--- config.mk ---
export PLATFORM = sky130hd
export DESIGN_NAME = pipe_stage_reg
export DESIGN_NICKNAME = d
export VERILOG_FILES = /design/src/rtl/pipe_stage_reg.sv
export SDC_FILE = /design/constraint.sdc
export NUM_CORES = 1
export LEC_CHECK = 0
export BUFFER_PORTS_ARGS = -buffer_cell sky130_fd_sc_hd__buf_2
export CORE_AREA = 2 2 146 148
export DETAILED_ROUTE_END_ITERATION = 7
export DIE_AREA = 0 0 148 150
export HOLD_SLACK_MARGIN = 0.03
export MAX_ROUTING_LAYER = met4
export PLACE_DENSITY = 0.68
export SYNTH_ARGS = -nofsm -noshare
export SYNTH_HDL_FRONTEND = slang
export SYNTH_SLANG_ARGS = --single-unit
export TNS_END_PERCENT = 30
--- constraint.sdc ---
create_clock -name clk -period 6.91 [get_ports clk]
set_input_delay 1.0365 -clock clk [delete_from_list [all_inputs] [get_ports clk]]
set_output_delay 1.0365 -clock clk [all_outputs]
set_load 0.02 [all_outputs]
--- src/rtl/pipe_stage_reg.sv ---
// Parameterised pipeline register chain (DEPTH stages) with flush-to-handler,
// stall, bubble insertion and saturating bubble/flush event counters.
module pipe_stage_reg #(
  parameter int          DW         = 128,
  parameter int          DEPTH      = 1,
  parameter int          EXC_W      = 5,
  parameter logic [31:0] HANDLER_PC = 32'h00004180,
  parameter int          CNT_W      = 16
) (
  input  logic             clk,
  input  logic             reset,
  input  logic             req,
  input  logic             stall,
  input  logic             halt,
  input  logic [31:0]      in_pc,
  input  logic [DW-1:0]    in_data,
  input  logic             in_valid,
  input  logic [EXC_W-1:0] in_exc,
  input  logic             in_bd,
  output logic [31:0]      out_pc,
  output logic [DW-1:0]    out_data,
  output logic             out_valid,
  output logic [EXC_W-1:0] out_exc,
  output logic             out_bd,
  output logic             exc_pending,
  output logic [CNT_W-1:0] bubble_cnt,
  output logic [CNT_W-1:0] flush_cnt
);

  logic [31:0]      r_pc    [DEPTH];
  logic [DW-1:0]    r_data  [DEPTH];
  logic [EXC_W-1:0] r_exc   [DEPTH];
  logic [DEPTH-1:0] r_valid;
  logic [DEPTH-1:0] r_bd;
  logic [CNT_W-1:0] r_bubble_cnt;
  logic [CNT_W-1:0] r_flush_cnt;
  logic             w_exc_pending;
  logic             w_do_halt;

  // Halt only takes effect in a cycle that would otherwise advance.
  assign w_do_halt = halt && !stall && !req;

  always_ff @(posedge clk) begin
    if (reset) begin
      for (int k = 0; k < DEPTH; k++) begin
        r_pc[k]   <= '0;
        r_data[k] <= '0;
        r_exc[k]  <= '0;
      end
      r_valid <= '0;
      r_bd    <= '0;
    end else if (req) begin
      for (int k = 0; k < DEPTH; k++) begin
        r_pc[k]   <= HANDLER_PC;
        r_data[k] <= '0;
        r_exc[k]  <= '0;
      end
      r_valid <= '0;
      r_bd    <= '0;
    end else if (!stall) begin
      // A bubble keeps pc/bd so the stage still knows where it is.
      r_pc[0]    <= in_pc;
      r_bd[0]    <= in_bd;
      r_data[0]  <= halt ? '0 : in_data;
      r_valid[0] <= halt ? 1'b0 : in_valid;
      r_exc[0]   <= halt ? '0 : in_exc;
      for (int k = 1; k < DEPTH; k++) begin
        r_pc[k]    <= r_pc[k-1];
        r_bd[k]    <= r_bd[k-1];
        r_data[k]  <= r_data[k-1];
        r_valid[k] <= r_valid[k-1];
        r_exc[k]   <= r_exc[k-1];
      end
    end
  end

  always_ff @(posedge clk) begin
    if (reset) begin
      r_bubble_cnt <= '0;
      r_flush_cnt  <= '0;
    end else begin
      if (req && (r_flush_cnt != '1))
        r_flush_cnt <= r_flush_cnt + CNT_W'(1);
      if (w_do_halt && (r_bubble_cnt != '1))
        r_bubble_cnt <= r_bubble_cnt + CNT_W'(1);
    end
  end

  always_comb begin
    w_exc_pending = 1'b0;
    for (int k = 0; k < DEPTH; k++)
      w_exc_pending = w_exc_pending | (r_valid[k] && (r_exc[k] != '0));
  end

  assign exc_pending = w_exc_pending;
  assign out_pc      = r_pc[DEPTH-1];
  assign out_data    = r_data[DEPTH-1];
  assign out_valid   = r_valid[DEPTH-1];
  assign out_exc     = r_exc[DEPTH-1];
  assign out_bd      = r_bd[DEPTH-1];
  assign bubble_cnt  = r_bubble_cnt;
  assign flush_cnt   = r_flush_cnt;

endmodule
==> impl_results.md <==
- Die area: around 0.022 mm^2
- Antenna-violating nets left: 0
- Total chip power: ~2.5 mW
- Buffers on Ports: approximately 370
- Yosys top cell by area: edfxtp_1
- Top-area cell type share of the netlist area: a little under two thirds
- Starting Density: 37.7%
- Sequential share of the synthesized area: between 70 and 80%
- Post-Syn Instances: 559
- CP startpoint kind: primary input
- DPL Wire Length: ~15 mm
- DRC errors left: 0
- Maximum VDD drop: 0.143 mV
- Vias in the first global route: 5408
- CTS buffer count: 17
- Post-Route WL: between 20 and 25 mm
- Synth unique cells: just over 40
- Vias: about 5700
- Initial antenna violation count: 4
- Die height: 150 um
- Met1 usage: 21.7%
- Async SR Flop Fraction: 0%
- Most frequent cells in the layout: 371 x buf_2, 165 x edfxtp_1, 162 x and2_1
- Commonest non-fill, non-tap cell in the layout: buf_2
- DRT Pass-1 Iters: 4
- Reg power frac: between 50% and 60%
- Nets@finish: 1100
- Synth warn: 0
- Via/cell ratio: 4.66
- First-pass GRT wire length: between 30 and 40 mm
- Top_reg_cell synth: edfxtp_1
- Clk_lat worst skew: 0.42 ns
- Combinational share of power: 9.0%
- M2 GR Usage: 29.9%
- Setup bufs post-CTS: 0
- Slew @ Worst Pin: ~1.1 ns
- M3 GR Usage: 5.64%
- Syn_area_per_cell: 14.0 um^2
- Root Buffer: clkbuf_16
- Worst-path fanout max: 111
- WL/cell: 16.9 um
- Setup-failing EPs final: 0
- IO Pins: 372
- Gr usage total: 18.3%
- Sw Ratio: 24.8%
- Most Used Layer, Global Route: met2
- Row count: 53
- Critical Setup Path Class: primary input to flop
- Period Utilization, post-route: 48.7%
- PD cells: 242 mW/mm^2
- Power Internal: ~1.9 mW
- Clk slew on worst S/H paths: 0.07 ns
- Sw power: about 0.63 mW
- Resize count post-CTS: 0
- Register bit total from synthesis: 199
- CTS H-tree depth: 4
- Max Cap Viol: 0
- Leak: 4.90 nW
- Status: complete, no violations
- Share of layout cells above drive strength 1: 44.5%
- Fill count: about 1900
- Hold Violations, Final: 0
- F_max: 297 MHz
- Detailed Route Iter0 Violations: approximately 280
- Routability cong.: 0.802
- Top cells by area, synth: edfxtp_1 63%, and2_1 13%, dfxtp_1 8.7%
- CTS tree: built
- Number of synthesized flops with an enable pin: 165
- WP data arrival: 3.42 ns
- Cts hold-fix bufs: 0
- Core ar.: 0.0207 mm^2
- Clock skew: 0.0131 ns
- Largest net degree at the start of global routing: between 100 and 150
- Syn nets: 733
- Clock power frac: 37.3%
- Fin crit period: 3.37 ns
- Chip width: ~150 um
- Synthesized area: 0.00781 mm^2
- Maximum root-to-sink buffer count: 2
- Worst Path Required: 6.96 ns
- Layout Area Growth over Synthesis: 34.6%
- Unrepaired setup endpoints after global routing: false
- Max-slew headroom: 25.9%
- Worst hold path class: flop to flop
- Grt ovf: 0
- Clock Sinks: roughly 200
- Setup tns final: 0 ns
- Final slew viol count: 0
- Crit end category: flop
## power by group through the flow
stage / registers (mW) / logic, mW / clock network, mW
4_1_cts: 1.37 / 0.231 / 0.974
3_5_place_dp: 1.39 / 0.230 / 0
5_1_grt: 1.37 / 0.243 / 1.03
2_1_floorplan: 1.47 / 0.0361 / 0
6_report: 1.37 / 0.228 / 0.948
3_3_place_gp: 1.39 / 0.229 / 0
## critical path, cell delays in order
cell and delay [ns]:
buf_2 0.59, nor3_1 0.27, inv_6 0.75, buf_4 0.70
## worst paths after layout
check                from       endpoint  slack (ns)  cells after the start
max reg2reg  flush_cnt[2]  flush_cnt[11]        4.75                      4
max                 reset  r_data[0][20]        3.54                      4
min                out_bd         out_bd        0.49                      1
min reg2reg        out_bd         out_bd        0.49                      1
## metrics by stage
| step | setup slack (ns) | cells | instance area (um^2) | hold slack (ns) | util [%] |
|---|---|---|---|---|---|
| 6_report | 3.54 | 1217 | 10500 | 0.494 | 50.8 |
| 4_1_cts | 3.49 | 1213 | 10500 | 0.497 | 50.8 |
| 3_3_place_gp | 3.09 | 1182 | 9950 | 0.481 | 48.1 |
| 3_5_place_dp | 3.04 | 1182 | 9950 | 0.480 | 48.1 |
| 5_1_grt | 3.33 | 1217 | 10500 | 0.507 | 50.8 |
| 2_1_floorplan | 1.78 | 559 | 7810 | 0.564 | - |
## flip-flops by register name (all words and copies together) (netlist names)
name / flops
r_data: 128
r_pc: 32
bubble_cnt: 16
flush_cnt: 16
r_exc: 5
out_bd: 1
out_valid: 1
## per-layer routing
metal | vias up | routed length (um) | share of wire (%)
met1 | 2672 | 8240 | 40
met4 | 0 | 458 | 2.2
li1 | 2764 | - | -
met2 | 208 | 10400 | 51
met5 | - | 0 | 0
met3 | 29 | 1470 | 7.1
## kinds of logic after synthesis
family | count (synthesis) | share of synthesized area (%)
compound gates | 49 | 3.83
mux | 6 | 0.817
fa+ha+maj | 2 | 0.320
simple gates | 266 | 21.0
buf+inv | 37 | 1.86
flops | 199 | 72.2
## Yosys cell counts (all sizes together) (4+ instances only)
cell	count
nand3	8
o21ai	10
or4	9
nor4	11
clkbuf	23
or3	9
and3	4
nand2	8
nor2	17
o31ai	9
nand4	12
and2	162
inv	11
dfxtp	34
edfxtp	165
a21oi	20
nor3	11
nor2b	4
## final cells by class
type,instances,area [um^2],area share [%]
flip-flops and latches,199,5640,53.6
multi-input cells,323,2040,19.4
repair buffers,374,1880,17.9
clock buffers,17,425,4.05
well taps,275,344,3.27
clock inverters,14,134,1.27
inverters,11,46.3,0.440
diodes,4,10.0,0.0952
No activity file was read; power rests on OpenSTA's default activity.
